$ cat config.mk
export PLATFORM = sky130hd
export DESIGN_NAME = calc_rr_engine
export DESIGN_NICKNAME = d
export VERILOG_FILES = /design/src/rtl/calc_rr_engine.sv
export SDC_FILE = /design/constraint.sdc
export NUM_CORES = 2
export LEC_CHECK = 0
export ABC_AREA = 1
export BUFFER_PORTS_ARGS = -buffer_cell sky130_fd_sc_hd__buf_2
export CORE_AREA = 4 4 496 498
export CTS_BUF_LIST = sky130_fd_sc_hd__clkbuf_16
export DETAILED_ROUTE_END_ITERATION = 16
export DIE_AREA = 0 0 500 502
export GPL_TIMING_DRIVEN = 1
export REMOVE_ABC_BUFFERS = 1
export SYNTH_ARGS = -nofsm -noshare
export SYNTH_HDL_FRONTEND = slang
export SYNTH_SLANG_ARGS = --single-unit
$ cat constraint.sdc
create_clock -name c_clk -period 7.2 [get_ports c_clk]
set_input_delay 1.44 -clock c_clk [delete_from_list [all_inputs] [get_ports c_clk]]
set_output_delay 1.44 -clock c_clk [all_outputs]
set_load 0.005 [all_outputs]
$ cat src/rtl/calc_rr_engine.sv
// calc_rr_engine: NCH request channels, each with a two-cycle command capture FSM and a
// command FIFO, sharing one add/sub unit and one shift unit through round-robin arbitration.
module calc_rr_engine #(
    parameter int NCH   = 4,
    parameter int DW    = 32,
    parameter int DEPTH = 4,
    parameter int TW    = 2
) (
    input  logic                c_clk,
    input  logic                reset,
    input  logic [NCH*4-1:0]    req_cmd_in,
    input  logic [NCH*DW-1:0]   req_data_in,
    input  logic [NCH*TW-1:0]   req_tag_in,
    output logic [NCH-1:0]      req_busy,
    output logic [NCH*2-1:0]    out_resp,
    output logic [NCH*DW-1:0]   out_data,
    output logic [NCH*TW-1:0]   out_tag
);

    localparam int SHW = $clog2(DW);
    localparam int PW  = $clog2(DEPTH);
    localparam int CW  = PW + 1;
    localparam int RW  = $clog2(NCH);

    localparam logic [3:0] CMD_ADD  = 4'd1;
    localparam logic [3:0] CMD_SUB  = 4'd2;
    localparam logic [3:0] CMD_SHL  = 4'd5;
    localparam logic [3:0] CMD_SHR  = 4'd6;
    localparam logic [1:0] RESP_OK  = 2'd1;
    localparam logic [1:0] RESP_ERR = 2'd2;

    typedef enum logic {
        ST_IDLE = 1'b0,
        ST_OP2  = 1'b1
    } cap_state_t;

    // Result of one command as {resp, data}; data is forced to 0 on any error.
    function automatic logic [DW+1:0] calc_exec(input logic [3:0]    cmd,
                                                input logic [DW-1:0] op1,
                                                input logic [DW-1:0] op2);
        logic [DW:0]   sum;
        logic [DW-1:0] res;
        logic [1:0]    resp;
        sum  = {1'b0, op1} + {1'b0, op2};
        res  = '0;
        resp = RESP_ERR;
        case (cmd)
            CMD_ADD: begin
                if (sum[DW]) begin
                    resp = RESP_ERR;
                    res  = '0;
                end else begin
                    resp = RESP_OK;
                    res  = sum[DW-1:0];
                end
            end
            CMD_SUB: begin
                if (op2 > op1) begin
                    resp = RESP_ERR;
                    res  = '0;
                end else begin
                    resp = RESP_OK;
                    res  = op1 - op2;
                end
            end
            CMD_SHL: begin
                resp = RESP_OK;
                res  = op1 << op2[SHW-1:0];
            end
            CMD_SHR: begin
                resp = RESP_OK;
                res  = op1 >> op2[SHW-1:0];
            end
            default: begin
                resp = RESP_ERR;
                res  = '0;
            end
        endcase
        return {resp, res};
    endfunction

    // Returns {valid, index}. Scanning from the farthest position back toward ptr lets the
    // closest eligible channel overwrite earlier picks, so no "found" flag is needed.
    function automatic logic [RW:0] rr_pick(input logic [NCH-1:0] elig,
                                            input logic [RW-1:0]  ptr);
        logic [RW:0] pick;
        int          idx;
        pick = '0;
        for (int k = NCH - 1; k >= 0; k--) begin
            idx = (int'(ptr) + k) % NCH;
            if (elig[RW'(idx)]) begin
                pick = {1'b1, RW'(idx)};
            end else begin
                pick = pick;
            end
        end
        return pick;
    endfunction

    function automatic logic [RW-1:0] rr_next(input logic [RW-1:0] idx);
        return (idx == RW'(NCH - 1)) ? RW'(0) : idx + RW'(1);
    endfunction

    cap_state_t      r_state     [NCH];
    cap_state_t      w_state_nxt [NCH];
    logic [3:0]      r_cap_cmd   [NCH];
    logic [DW-1:0]   r_cap_op1   [NCH];
    logic [TW-1:0]   r_cap_tag   [NCH];

    logic [3:0]      r_f_cmd     [NCH][DEPTH];
    logic [DW-1:0]   r_f_op1     [NCH][DEPTH];
    logic [DW-1:0]   r_f_op2     [NCH][DEPTH];
    logic [TW-1:0]   r_f_tag     [NCH][DEPTH];
    logic [PW-1:0]   r_wr_ptr    [NCH];
    logic [PW-1:0]   r_rd_ptr    [NCH];
    logic [CW-1:0]   r_count     [NCH];

    logic [3:0]      w_head_cmd  [NCH];
    logic [DW-1:0]   w_head_op1  [NCH];
    logic [DW-1:0]   w_head_op2  [NCH];
    logic [TW-1:0]   w_head_tag  [NCH];

    logic [RW-1:0]   r_rr_arith;
    logic [RW-1:0]   r_rr_shift;
    logic [1:0]      r_resp      [NCH];
    logic [DW-1:0]   r_data      [NCH];
    logic [TW-1:0]   r_tag       [NCH];

    logic [NCH-1:0]  w_busy;
    logic [NCH-1:0]  w_accept;
    logic [NCH-1:0]  w_push;
    logic [NCH-1:0]  w_pop;
    logic [NCH-1:0]  w_elig_arith;
    logic [NCH-1:0]  w_elig_shift;
    logic [RW:0]     w_pick_arith;
    logic [RW:0]     w_pick_shift;
    logic [DW+1:0]   w_res_arith;
    logic [DW+1:0]   w_res_shift;

    // Per-channel occupancy, FIFO head decode and capture-FSM next state.
    always_comb begin
        for (int c = 0; c < NCH; c++) begin
            w_busy[c]       = ({1'b0, r_count[c]} + {{CW{1'b0}}, (r_state[c] == ST_OP2)})
                              >= (CW + 1)'(DEPTH);
            w_head_cmd[c]   = r_f_cmd[c][r_rd_ptr[c]];
            w_head_op1[c]   = r_f_op1[c][r_rd_ptr[c]];
            w_head_op2[c]   = r_f_op2[c][r_rd_ptr[c]];
            w_head_tag[c]   = r_f_tag[c][r_rd_ptr[c]];
            w_elig_shift[c] = (r_count[c] != '0) &&
                              ((w_head_cmd[c] == CMD_SHL) || (w_head_cmd[c] == CMD_SHR));
            w_elig_arith[c] = (r_count[c] != '0) &&
                              (w_head_cmd[c] != CMD_SHL) && (w_head_cmd[c] != CMD_SHR);
            w_push[c]       = (r_state[c] == ST_OP2);
            w_accept[c]     = (r_state[c] == ST_IDLE) && (req_cmd_in[c*4 +: 4] != 4'd0) &&
                              !w_busy[c];
            case (r_state[c])
                ST_IDLE: w_state_nxt[c] = w_accept[c] ? ST_OP2 : ST_IDLE;
                ST_OP2:  w_state_nxt[c] = ST_IDLE;
                default: w_state_nxt[c] = ST_IDLE;
            endcase
        end
    end

    // Unit arbitration, execution of the granted heads and pop strobes.
    always_comb begin
        w_pick_arith = rr_pick(w_elig_arith, r_rr_arith);
        w_pick_shift = rr_pick(w_elig_shift, r_rr_shift);
        w_res_arith  = calc_exec(w_head_cmd[w_pick_arith[RW-1:0]],
                                 w_head_op1[w_pick_arith[RW-1:0]],
                                 w_head_op2[w_pick_arith[RW-1:0]]);
        w_res_shift  = calc_exec(w_head_cmd[w_pick_shift[RW-1:0]],
                                 w_head_op1[w_pick_shift[RW-1:0]],
                                 w_head_op2[w_pick_shift[RW-1:0]]);
        for (int c = 0; c < NCH; c++) begin
            w_pop[c] = (w_pick_arith[RW] && (w_pick_arith[RW-1:0] == RW'(c))) ||
                       (w_pick_shift[RW] && (w_pick_shift[RW-1:0] == RW'(c)));
        end
    end

    // Capture FSM state register.
    always_ff @(posedge c_clk or negedge reset) begin
        if (!reset) begin
            for (int c = 0; c < NCH; c++) begin
                r_state[c] <= ST_IDLE;
            end
        end else begin
            for (int c = 0; c < NCH; c++) begin
                r_state[c] <= w_state_nxt[c];
            end
        end
    end

    // Command, op1 and tag latched in the command cycle.
    always_ff @(posedge c_clk or negedge reset) begin
        if (!reset) begin
            for (int c = 0; c < NCH; c++) begin
                r_cap_cmd[c] <= 4'd0;
                r_cap_op1[c] <= '0;
                r_cap_tag[c] <= '0;
            end
        end else begin
            for (int c = 0; c < NCH; c++) begin
                if (w_accept[c]) begin
                    r_cap_cmd[c] <= req_cmd_in[c*4 +: 4];
                    r_cap_op1[c] <= req_data_in[c*DW +: DW];
                    r_cap_tag[c] <= req_tag_in[c*TW +: TW];
                end else begin
                    r_cap_cmd[c] <= r_cap_cmd[c];
                    r_cap_op1[c] <= r_cap_op1[c];
                    r_cap_tag[c] <= r_cap_tag[c];
                end
            end
        end
    end

    // Command FIFOs: the push happens in the op2 cycle, pops follow the unit grants.
    always_ff @(posedge c_clk or negedge reset) begin
        if (!reset) begin
            for (int c = 0; c < NCH; c++) begin
                r_wr_ptr[c] <= '0;
                r_rd_ptr[c] <= '0;
                r_count[c]  <= '0;
                for (int i = 0; i < DEPTH; i++) begin
                    r_f_cmd[c][i] <= 4'd0;
                    r_f_op1[c][i] <= '0;
                    r_f_op2[c][i] <= '0;
                    r_f_tag[c][i] <= '0;
                end
            end
        end else begin
            for (int c = 0; c < NCH; c++) begin
                if (w_push[c]) begin
                    r_f_cmd[c][r_wr_ptr[c]] <= r_cap_cmd[c];
                    r_f_op1[c][r_wr_ptr[c]] <= r_cap_op1[c];
                    r_f_op2[c][r_wr_ptr[c]] <= req_data_in[c*DW +: DW];
                    r_f_tag[c][r_wr_ptr[c]] <= r_cap_tag[c];
                end else begin
                    r_f_cmd[c][r_wr_ptr[c]] <= r_f_cmd[c][r_wr_ptr[c]];
                end
                r_wr_ptr[c] <= r_wr_ptr[c] + PW'(w_push[c]);
                r_rd_ptr[c] <= r_rd_ptr[c] + PW'(w_pop[c]);
                r_count[c]  <= r_count[c] + CW'(w_push[c]) - CW'(w_pop[c]);
            end
        end
    end

    // Round-robin pointers advance past the channel that was just granted.
    always_ff @(posedge c_clk or negedge reset) begin
        if (!reset) begin
            r_rr_arith <= '0;
            r_rr_shift <= '0;
        end else begin
            if (w_pick_arith[RW]) begin
                r_rr_arith <= rr_next(w_pick_arith[RW-1:0]);
            end else begin
                r_rr_arith <= r_rr_arith;
            end
            if (w_pick_shift[RW]) begin
                r_rr_shift <= rr_next(w_pick_shift[RW-1:0]);
            end else begin
                r_rr_shift <= r_rr_shift;
            end
        end
    end

    // Registered responses; a channel can hold at most one grant per cycle.
    always_ff @(posedge c_clk or negedge reset) begin
        if (!reset) begin
            for (int c = 0; c < NCH; c++) begin
                r_resp[c] <= 2'd0;
                r_data[c] <= '0;
                r_tag[c]  <= '0;
            end
        end else begin
            for (int c = 0; c < NCH; c++) begin
                if (w_pick_arith[RW] && (w_pick_arith[RW-1:0] == RW'(c))) begin
                    r_resp[c] <= w_res_arith[DW+1:DW];
                    r_data[c] <= w_res_arith[DW-1:0];
                    r_tag[c]  <= w_head_tag[c];
                end else if (w_pick_shift[RW] && (w_pick_shift[RW-1:0] == RW'(c))) begin
                    r_resp[c] <= w_res_shift[DW+1:DW];
                    r_data[c] <= w_res_shift[DW-1:0];
                    r_tag[c]  <= w_head_tag[c];
                end else begin
                    r_resp[c] <= 2'd0;
                    r_data[c] <= '0;
                    r_tag[c]  <= '0;
                end
            end
        end
    end

    assign req_busy = w_busy;

    for (genvar g = 0; g < NCH; g++) begin : g_out
        assign out_resp[g*2 +: 2]   = r_resp[g];
        assign out_data[g*DW +: DW] = r_data[g];
        assign out_tag[g*TW +: TW]  = r_tag[g];
    end

endmodule

==> flow_metrics.tcl <==
set metrics [dict create \
    cp-start-kind "flip-flop" \
    synth_edf_count 0 \
    cpMostUsedCell "nand2_1" \
    syn_inst 11100 \
    critPathSlowestCell "dfrtp_4" \
    vias 77500 \
    status "finished, final reports clean" \
    fin_setup_tns_ns 0 \
    worst_slack_ns 0.442 \
    tightest_slew_ns 1.12 \
    drc 0 \
    dpl-instance-area_sq_um 86400 \
    clock_latency_ns 0.87 \
    dpl.hpwl_mm 247 \
    finalClockSkew_ns 0.0772 \
    cts_root_buffer "clkbuf_16" \
    grt_first_pass_wirelength_mm 498 \
    finalInstanceArea_sq_um 91500 \
    postSynthAreaPerCell_sq_um 7.39 \
    async_flop_share 1.00 \
    drv_cap 0 \
    cts.path.max_buffers 3 \
    timing.final.crit_period_ns 6.76 \
    grtUsageTotal 0.263 \
    yosys_register_bits 1452 \
    area_growth_pct 11.8 \
    fillers 25800 \
    hold_path.class "flip-flop to flip-flop" \
    grt_max_degree 164 \
    layout.cells.most_common "nand2_1" \
    crit_path_max_incr_delay_ns 0.54 \
    setup_viol 0 \
    cp.arrival_ns 7.50 \
    rows 181 \
    cts.sinks 1452 \
    clk_pin_slew_ns 0.06 \
    ys_seq_area_frac 0.444 \
    synth-main-ff-cell "dfrtp_1" \
    io_pins 302 \
    wirelength_mm 337 \
    ant_nets 0 \
    max_slew_margin 0.251 \
    fin_crit_sh 0.939 \
    maxSlewViolCount 0 \
    regArea_sq_um 36400 \
    wl_per_cell_um 23.4 \
    final_cell_mix "3571 x nand2_1, 1546 x o21ai_0, 1447 x dfrtp_1" \
    max_freq_ghz 0.148 \
    path_max_fanout 73 \
    die_area_sq_um 251000 \
    htreeDepth 4 \
    cp-end-kind "flip-flop" \
    ctsHoldBuffers 0 \
    critical_path_class "flip-flop to flip-flop" \
    critPathRequiredTime_ns 7.95 \
    overflow 0 \
    synth.distinct_cells 64 \
    multiInputGateArea_sq_um 39100 \
    pre_cts_ws_ns 0.336 \
    drive_gt1_frac 0.0861 \
    port_buffers 301 \
    grt_pass1_vias 72000 \
    final_nets 11400 \
    syn-cell-area_sq_um 81900 \
    path_buf_inv 6 \
    hold_path.startpoint "r_f_op1[483]" \
    cts_buffers 160 \
    die_h_um 502 \
    yosysWarnings 0 \
    crit_start "r_rd_ptr[4]" \
    coreArea_sq_um 242000 \
    antenna_found_initial 45 \
    cts_tree "built" \
    reg2reg_from "r_rd_ptr[4]" \
    crit_family "simple AND/OR/NAND/NOR gates" \
    rsz0062_at_grt "false" \
    drt_iter0_drc 9531 \
    die_x_um 500 \
    initial_core_util 0.338 \
    drt_pass1_iterations 6 \
    final-hold-violation-count 0 \
    gp_congestion 1.05 \
    avgViaCountPerCell 5.38 \
]
[flip-flops by register name, indices dropped and copies added (netlist names), 12 cells and up]
register and flops:
r_cap_cmd 16, r_f_tag 32, r_f_cmd 64, r_cap_op1 128
r_count 12, r_f_op2 512, out_data 128, r_f_op1 512
[worst paths after layout]
kind                       cells past startpoint  slack, ns           end
min in group asynchronous                      1       0.58    r_f_cmd[5]
hold reg to reg                                2       0.48  r_f_op1[483]
setup / recovery                              38       0.44  out_data[31]
setup reg to reg                              38       0.44  out_data[31]
hold / removal                                 2       0.48  r_f_op1[483]
max in group asynchronous                      3       4.89  r_f_op1[133]
[kinds of logic (layout without fill, tap and decap cells)]
family,count (synthesis),count (layout),share of synthesized area
mux,12,12,0.00165
compound gates,2502,2502,0.172
simple gates,5228,5228,0.264
xor+xnor,101,101,0.0108
flops,1452,1452,0.444
buf+inv,1619,1712,0.0812
other cells,0,20,0
fa+ha+maj,168,168,0.0264
[through the flow]
stage | hold slack, ns | util | instances
global placement | 0.459 | 0.357 | 14100
global route | 0.486 | 0.378 | 14400
detailed placement | 0.465 | 0.357 | 14100
CTS | 0.480 | 0.378 | 14400
finish | 0.477 | 0.378 | 14400
floorplan | 0.445 | - | 10400
[layout make-up]
class,count,area share
Antenna cell,20,0.000547
Sequential cell,1452,0.397
Tap cell,3202,0.0438
Clock buffer,162,0.0443
Multi-Input combinational cell,8011,0.427
Inverter,895,0.0370
Timing Repair Buffer,532,0.0391
Clock inverter,123,0.0111
[timing repair]
item / in CTS / in global routing
setup buffers: 0 / 1
setup endpoints to repair: 0 / 82
resized for setup: 0 / 7
[cell usage after synthesis (all sizes together) (61+ instances only)]
master     n  area [sq um]
o21ai   1650          8270
a21oi    419          2100
inv      892          3360
nand3    978          5010
a32o     181          1810
clkbuf   505          1900
nand2   3621         13700
dfrtp   1452         36300
nand4     61           397
o22ai     61           388
buf      219          1390
xor2      99           867
ha       160          2000
nor2     451          1780
[worst min-delay path, delay by kind of cell (launching register included)]
family | cells | cell delay [ns]
AND/OR/NAND/NOR | 1 | 0.05
AO/OA/AOI/OAI | 1 | 0.06
flip-flops | 1 | 0.33
[metal layers]
| layer | vias to the layer above | track usage | wire [um] |
|---|---|---|---|
| met1 | 37400 | 0.371 | 149000 |
| met5 | - | 0 | 127 |
| li1 | 36400 | - | - |
| met3 | 611 | 0.0561 | 28800 |
| met4 | 20 | 0.118 | 17300 |
| met2 | 3125 | 0.386 | 142000 |
Power is not shown: default switching activity piles up to over one toggle a cycle in this logic, so the estimate is an artifact.
